**src/rtl/sdram_data_latch_if.sv**
```systemverilog
// CPU/controller-side and SDRAM-side signal bundle of the SDRAM data latch.
// master: controller + CPU + memory model; slave: the latch itself.
interface sdram_data_latch_if;
  logic        XFER_START;
  logic        WR;
  logic [3:0]  BE;
  logic [31:0] CPU_D_IN;
  logic [31:0] CPU_D_OUT;
  logic        CPU_D_OE;
  logic        RD_VALID;
  logic        WR_NEXT;
  logic [7:0]  SDRAM_DQ_IN;
  logic [7:0]  SDRAM_DQ_OUT;
  logic        SDRAM_DQ_OE;
  logic        SDRAM_DQM;
  logic        XFER_DONE;
  logic        XFER_ERR;

  modport master (
    output XFER_START, WR, BE, CPU_D_IN,
    output RD_VALID, WR_NEXT, SDRAM_DQ_IN,
    input  CPU_D_OUT, CPU_D_OE,
    input  SDRAM_DQ_OUT, SDRAM_DQ_OE, SDRAM_DQM,
    input  XFER_DONE, XFER_ERR
  );

  modport slave (
    input  XFER_START, WR, BE, CPU_D_IN,
    input  RD_VALID, WR_NEXT, SDRAM_DQ_IN,
    output CPU_D_OUT, CPU_D_OE,
    output SDRAM_DQ_OUT, SDRAM_DQ_OE, SDRAM_DQM,
    output XFER_DONE, XFER_ERR
  );
endinterface

```
**src/rtl/sdram_data_latch.sv**
```systemverilog
// 32-bit CPU word <-> 4-beat 8-bit SDRAM burst data latch.
// Little-endian beats, per-beat DQM, bounded read hold, beat timeout.
module sdram_data_latch #(
  parameter int HOLD_CYCLES = 2,
  parameter int TIMEOUT     = 64
) (
  input logic CLK,
  input logic RESET,
  sdram_data_latch_if.slave bus
);

  typedef enum logic [1:0] {
    IDLE,
    RD_COLLECT,
    WR_SERIAL,
    RD_DRIVE
  } state_t;

  localparam logic [9:0] TO_LAST = 10'(TIMEOUT - 1);
  localparam logic [3:0] HOLD    = 4'(HOLD_CYCLES);

  state_t      state_q, state_d;
  logic [1:0]  beat_q, beat_d;
  logic [9:0]  timer_q, timer_d;
  logic [3:0]  hold_q, hold_d;
  logic [3:0]  be_q, be_d;
  logic [31:0] wdata_q, wdata_d;
  logic [31:0] rdata_q, rdata_d;
  logic [31:0] cpu_d_out_q, cpu_d_out_d;
  logic        cpu_d_oe_q, cpu_d_oe_d;
  logic [7:0]  dq_out_q, dq_out_d;
  logic        dq_oe_q, dq_oe_d;
  logic        dqm_q, dqm_d;
  logic        done_q, done_d;
  logic        err_q, err_d;

  logic        strobe;
  logic [31:0] rword;
  logic [1:0]  beat_nx;

  always_comb begin
    state_d     = state_q;
    beat_d      = beat_q;
    timer_d     = timer_q;
    hold_d      = hold_q;
    be_d        = be_q;
    wdata_d     = wdata_q;
    rdata_d     = rdata_q;
    cpu_d_out_d = cpu_d_out_q;
    cpu_d_oe_d  = cpu_d_oe_q;
    dq_out_d    = dq_out_q;
    dq_oe_d     = dq_oe_q;
    dqm_d       = dqm_q;
    done_d      = 1'b0;
    err_d       = 1'b0;
    strobe      = 1'b0;
    rword       = rdata_q;
    beat_nx     = beat_q + 2'd1;

    unique case (state_q)
      IDLE, RD_DRIVE: begin
        if (state_q == RD_DRIVE) begin
          if (hold_q == 4'd0) begin
            state_d    = IDLE;
            cpu_d_oe_d = 1'b0;
          end else begin
            hold_d = hold_q - 4'd1;
          end
        end
        // A new transfer also cuts a read hold short.
        if (bus.XFER_START) begin
          cpu_d_oe_d = 1'b0;
          be_d       = bus.BE;
          wdata_d    = bus.CPU_D_IN;
          rdata_d    = 32'h0;
          beat_d     = 2'd0;
          timer_d    = 10'd0;
          if (bus.WR) begin
            state_d  = WR_SERIAL;
            dq_oe_d  = 1'b1;
            dq_out_d = bus.CPU_D_IN[7:0];
            dqm_d    = bus.BE[0];
          end else begin
            state_d = RD_COLLECT;
            dqm_d   = 1'b0;
          end
        end
      end
      RD_COLLECT: begin
        strobe = bus.RD_VALID;
        if (strobe) begin
          rword[{beat_q, 3'b000} +: 8] =
            be_q[beat_q] ? 8'h00 : bus.SDRAM_DQ_IN;
          rdata_d = rword;
          beat_d  = beat_nx;
          timer_d = 10'd0;
          if (beat_q == 2'd3) begin
            cpu_d_out_d = rword;
            cpu_d_oe_d  = 1'b1;
            done_d      = 1'b1;
            dqm_d       = 1'b1;
            hold_d      = HOLD;
            state_d     = RD_DRIVE;
          end
        end
      end
      WR_SERIAL: begin
        strobe = bus.WR_NEXT;
        if (strobe) begin
          beat_d  = beat_nx;
          timer_d = 10'd0;
          if (beat_q == 2'd3) begin
            dq_oe_d = 1'b0;
            dqm_d   = 1'b1;
            done_d  = 1'b1;
            state_d = IDLE;
          end else begin
            dq_out_d = wdata_q[{beat_nx, 3'b000} +: 8];
            dqm_d    = be_q[beat_nx];
          end
        end
      end
    endcase

    // Stalled controller: abandon the burst without touching CPU_D_OUT.
    if ((state_q == RD_COLLECT || state_q == WR_SERIAL) && !strobe) begin
      if (timer_q == TO_LAST) begin
        err_d      = 1'b1;
        cpu_d_oe_d = 1'b0;
        dq_oe_d    = 1'b0;
        dqm_d      = 1'b1;
        beat_d     = 2'd0;
        timer_d    = 10'd0;
        state_d    = IDLE;
      end else begin
        timer_d = timer_q + 10'd1;
      end
    end
  end

  always_ff @(posedge CLK) begin
    if (RESET) begin
      state_q     <= IDLE;
      beat_q      <= 2'd0;
      timer_q     <= 10'd0;
      hold_q      <= 4'd0;
      be_q        <= 4'hF;
      wdata_q     <= 32'h0;
      rdata_q     <= 32'h0;
      cpu_d_out_q <= 32'h0;
      cpu_d_oe_q  <= 1'b0;
      dq_out_q    <= 8'h0;
      dq_oe_q     <= 1'b0;
      dqm_q       <= 1'b1;
      done_q      <= 1'b0;
      err_q       <= 1'b0;
    end else begin
      state_q     <= state_d;
      beat_q      <= beat_d;
      timer_q     <= timer_d;
      hold_q      <= hold_d;
      be_q        <= be_d;
      wdata_q     <= wdata_d;
      rdata_q     <= rdata_d;
      cpu_d_out_q <= cpu_d_out_d;
      cpu_d_oe_q  <= cpu_d_oe_d;
      dq_out_q    <= dq_out_d;
      dq_oe_q     <= dq_oe_d;
      dqm_q       <= dqm_d;
      done_q      <= done_d;
      err_q       <= err_d;
    end
  end

  assign bus.CPU_D_OUT    = cpu_d_out_q;
  assign bus.CPU_D_OE     = cpu_d_oe_q;
  assign bus.SDRAM_DQ_OUT = dq_out_q;
  assign bus.SDRAM_DQ_OE  = dq_oe_q;
  assign bus.SDRAM_DQM    = dqm_q;
  assign bus.XFER_DONE    = done_q;
  assign bus.XFER_ERR     = err_q;

endmodule
```
**src/flat_wrapper.sv**
```systemverilog
// flat-port wrapper written by rule: the top's interface ports become plain ports
module sdram_data_latch_flat 
#(
  parameter int HOLD_CYCLES = 2,
  parameter int TIMEOUT     = 64
)
  (CLK, RESET, bus_XFER_START, bus_WR, bus_BE, bus_CPU_D_IN, bus_RD_VALID, bus_WR_NEXT, bus_SDRAM_DQ_IN, bus_CPU_D_OUT, bus_CPU_D_OE, bus_SDRAM_DQ_OUT, bus_SDRAM_DQ_OE, bus_SDRAM_DQM, bus_XFER_DONE, bus_XFER_ERR);
  sdram_data_latch_if bus_i ();
  input logic CLK;
  input logic RESET;
  input wire logic [$bits(bus_i.XFER_START)-1:0] bus_XFER_START;
  input wire logic [$bits(bus_i.WR)-1:0] bus_WR;
  input wire logic [$bits(bus_i.BE)-1:0] bus_BE;
  input wire logic [$bits(bus_i.CPU_D_IN)-1:0] bus_CPU_D_IN;
  input wire logic [$bits(bus_i.RD_VALID)-1:0] bus_RD_VALID;
  input wire logic [$bits(bus_i.WR_NEXT)-1:0] bus_WR_NEXT;
  input wire logic [$bits(bus_i.SDRAM_DQ_IN)-1:0] bus_SDRAM_DQ_IN;
  output wire logic [$bits(bus_i.CPU_D_OUT)-1:0] bus_CPU_D_OUT;
  output wire logic [$bits(bus_i.CPU_D_OE)-1:0] bus_CPU_D_OE;
  output wire logic [$bits(bus_i.SDRAM_DQ_OUT)-1:0] bus_SDRAM_DQ_OUT;
  output wire logic [$bits(bus_i.SDRAM_DQ_OE)-1:0] bus_SDRAM_DQ_OE;
  output wire logic [$bits(bus_i.SDRAM_DQM)-1:0] bus_SDRAM_DQM;
  output wire logic [$bits(bus_i.XFER_DONE)-1:0] bus_XFER_DONE;
  output wire logic [$bits(bus_i.XFER_ERR)-1:0] bus_XFER_ERR;
  assign bus_i.XFER_START = bus_XFER_START;
  assign bus_i.WR = bus_WR;
  assign bus_i.BE = bus_BE;
  assign bus_i.CPU_D_IN = bus_CPU_D_IN;
  assign bus_i.RD_VALID = bus_RD_VALID;
  assign bus_i.WR_NEXT = bus_WR_NEXT;
  assign bus_i.SDRAM_DQ_IN = bus_SDRAM_DQ_IN;
  assign bus_CPU_D_OUT = bus_i.CPU_D_OUT;
  assign bus_CPU_D_OE = bus_i.CPU_D_OE;
  assign bus_SDRAM_DQ_OUT = bus_i.SDRAM_DQ_OUT;
  assign bus_SDRAM_DQ_OE = bus_i.SDRAM_DQ_OE;
  assign bus_SDRAM_DQM = bus_i.SDRAM_DQM;
  assign bus_XFER_DONE = bus_i.XFER_DONE;
  assign bus_XFER_ERR = bus_i.XFER_ERR;
  sdram_data_latch #(.HOLD_CYCLES(HOLD_CYCLES), .TIMEOUT(TIMEOUT)) u_core (.CLK(CLK), .RESET(RESET), .bus(bus_i));
endmodule
```
**config.mk**
```make
export PLATFORM = sky130hd
export DESIGN_NAME = sdram_data_latch_flat
export DESIGN_NICKNAME = d
export VERILOG_FILES = /design/src/rtl/sdram_data_latch_if.sv /design/src/rtl/sdram_data_latch.sv /design/src/flat_wrapper.sv
export SDC_FILE = /design/constraint.sdc
export NUM_CORES = 1
export LEC_CHECK = 0
export ABC_CLOCK_PERIOD_IN_PS = 6400
export CAP_MARGIN = 10
export CELL_PAD_IN_SITES_DETAIL_PLACEMENT = 1
export CELL_PAD_IN_SITES_GLOBAL_PLACEMENT = 2
export CORE_MARGIN = 2
export CORE_UTILIZATION = 35
export DETAILED_ROUTE_END_ITERATION = 10
export PLACE_DENSITY_LB_ADDON = 0.3
export SLEW_MARGIN = 0
export SYNTH_ARGS = -nofsm -noshare
export SYNTH_HDL_FRONTEND = slang
export SYNTH_SLANG_ARGS = --single-unit
```
**constraint.sdc**
```tcl
create_clock -name CLK -period 6.4 [get_ports CLK]
set_clock_uncertainty 0.1 [all_clocks]
set_input_delay 1.28 -clock CLK [delete_from_list [all_inputs] [get_ports CLK]]
set_output_delay 1.28 -clock CLK [all_outputs]
set_load 0.05 [all_outputs]
```
==> out/qor.txt <==
Data arrival, critical path - 4.21 ns
Syn Inst Count - 628
Synth Net Count - 692
H-Tree Depth - 4
Final WS setup - 2.459 ns
Setup Viol. Count Final - 0
Sequential area share after synthesis - 46.06%
DR vias/cell - 5.437
Synth cell count leaders - dfxtp_1 (131), nand2_1 (88), nor2_1 (57), a21oi_1 (47), nor3_1 (38)
Synth Area in XOR/XNOR - 0.3076%
TNS Setup - 0 ns
Hold_sp - u_core.wdata_q[31]$_SDFFE_PP0P_
Crit start category - register
Fmax - 253.7 MHz
Worst reg2reg path startpoint - u_core.beat_q[0]$_SDFF_PP0_
Vias in the first global route - 5271
Yosys warns - 0
Total leakage power - 0.002668 uW
Setup bufs post-CTS - 0
Critical path origin - u_core.beat_q[0]$_SDFF_PP0_
I/O pins - 95
I/O Buffers - 94
Max IR drop VDD - 0.0002126 V
Area leader, netlist - dfxtp_1
Number of diodes - 0
Number of distinct library cells after synthesis - 56
Main flop type after synthesis - dfxtp_1
Post_cts resized - 0
Inserted Clock Buffers - 17
Max-Slew Margin vs Limit - 34.93%
Cell Pwr Density - 366.1 mW/mm2
RSZ-0062 raised after global routing - no
Largest family of logic cells by synthesized area - compound AO/OA/AOI/OAI gates
Async S/R FF share, synth - 0%
Core Util, Final - 46.56%
Post-synthesis simple-gate area fraction - 19.91%
Placed insts - 894
Area contributors post-synth - dfxtp_1 (46%), nand2_1 (5.8%), a221oi_1 (5.1%)
Root Driver - clkbuf_16
DRT iter0 DRCs - 228
CP Class - register to register
First drt pass iteration count - 5
Residual DRC count - 0
Layout Cells excl Fill - 927
Die Area - 0.01731 mm2
DRT antenna net count - 0
Core ar. - 0.01589 mm2
EDFF count, synth - 0
Syn Area/Cell - 9.067 um2
Clk buf depth - 2
Mux cell area share after synthesis - 5.757%
Slew of the pin with the lowest slew margin - 0.9761 ns
Num Clock Sinks - 131
Hold Violations, Final - 0
Area growth from synthesis to layout - 29.88%
Pin count of the biggest net entering global routing - 89
Worst Path Max Fanout - 18
Status - completed
Core Rows - 46
Worst Setup End Kind - register
FF+latch count, synth - 131
Width of the die - 131.6 um
HPWL Detailed - 11320 um
Adder-cell area share of the yosys netlist - 3.076%
Synthesized area - 0.005694 mm2
Clk pin slew, worst setup/hold paths - 0.06 ns
First-pass GRT wire length - 27450 um
# hold bufs at CTS - 0
Tot GR Track Use - 19.73%
Share of cells above drive strength 1 - 7.876%
Clk Latency, worst-skew pair - 0.43 ns
Die height - 131.6 um
Starting Density - 35.85%
Routed wire length - 16680 um
Synth top area share - 46.06%
HP Class - register to register
Max-Cap Viols - 0
Slew Viols, Final - 0
Initial antenna violation count - 0
GRT Residual Overflow - 0
Final #Nets - 762
Final period utilization - 61.58%
Synth Area in Compound Gates - 20.17%
TritonCTS clock tree - done
Filler cell count - 1811
DR vias - 5040
Count leader, synth - dfxtp_1
Routability cong. - 0.7623
Min cycle time layout - 3.941 ns
WP data required - 6.66 ns
Routed len/inst - 17.99 um
Dpl ws - 2.428 ns
state kept, by name, indices dropped and copies added (netlist names):
signal,cells
u_core.timer_q,10
u_core.bus.SDRAM_DQ_OUT,8
u_core.bus.SDRAM_DQ_OE,1
u_core.state_q,2
u_core.be_q,4
u_core.bus.XFER_DONE,1
u_core.rdata_q,32
u_core.bus.CPU_D_OE,1
u_core.wdata_q,32
u_core.bus.XFER_ERR,1
u_core.beat_q,2
u_core.bus.SDRAM_DQM,1
u_core.hold_q,4
u_core.bus.CPU_D_OUT,32
power by group:
group | total, uW | internal [uW] | switching [uW]
combinational | 660 | 248 | 412
sequential | 973 | 905 | 68.0
clock | 1070 | 701 | 374
stage by stage:
stage	cell area (um2)	power, uW	hold slack [ns]
detailed placement	6741	1648	0.3479
finish	7396	2708	0.3591
global route	7396	2845	0.3771
global placement	6741	1625	0.3384
CTS	7388	2733	0.3561
floorplan	5694	1447	0.3331
worst max-delay path, cell delays in order (launching register included):
cell and delay [ns]:
dfxtp_1 0.86, inv_1 0.24, ha_1 0.85, nor2b_1 0.27
nor4b_2 0.79, nor2b_1 0.54, a22o_1 0.23
path summary, 6_finish.rpt:
check,to,slack (ns),cells after the start
max reg2reg,u_core.rdata_q[21]$_SDFFE_PP0P_,2.46,6
min,u_core.wdata_q[31]$_SDFFE_PP0P_,0.36,2
min reg2reg,u_core.wdata_q[31]$_SDFFE_PP0P_,0.36,2
max,u_core.rdata_q[21]$_SDFFE_PP0P_,2.46,6
cells by family after synthesis:
group,Yosys count
and+or+nand+nor,235
AOI/OAI and AO/OA,158
DFF,131
buffers and inverters,67
muxes,21
adders and majority gates,14
xor gates and xnor gates,2
routing by layer:
metal / vias up / share of wire, % / routed length [um] / track usage [%]
met2: 106 / 48 / 8075 / 32.72
met4: 0 / 1.1 / 184 / 6.159
met5: - / 0 / 0 / 0
li1: 2420 / - / - / -
met3: 16 / 4.0 / 660 / 4.745
met1: 2498 / 47 / 7755 / 25.35
area by class of cell:
type                            count  area, um2  share of cell area (%)
Inverter                           18      67.56                  0.9136
Tap cell                          216      270.3                   3.654
Timing Repair Buffer              100      980.9                   13.26
Multi-Input combinational cell    430       2808                   37.96
Clock inverter                     13      203.9                   2.758
Clock buffer                       19      442.9                   5.989
Sequential cell                   131       2623                   35.46
placed cells by master (no fill, tap or decap), types with 3 or more instances in the layout:
master,count
a22o_1,33
nand3b_1,7
bufinv_16,5
nand3_1,7
mux2i_1,11
ha_1,14
o211ai_1,3
nor3_1,38
nand2b_1,4
a211oi_1,12
nor2_1,56
nor3b_1,3
buf_4,6
dfxtp_1,131
clkinv_2,4
nor2b_1,9
nor4_1,3
nand4_1,3
a21oi_1,47
a221oi_1,33
o21ai_0,8
mux4_2,9
nand2_1,88
clkbuf_16,17
inv_1,17
clkdlybuf4s50_1,93
Power figures use the tool's default switching activity.
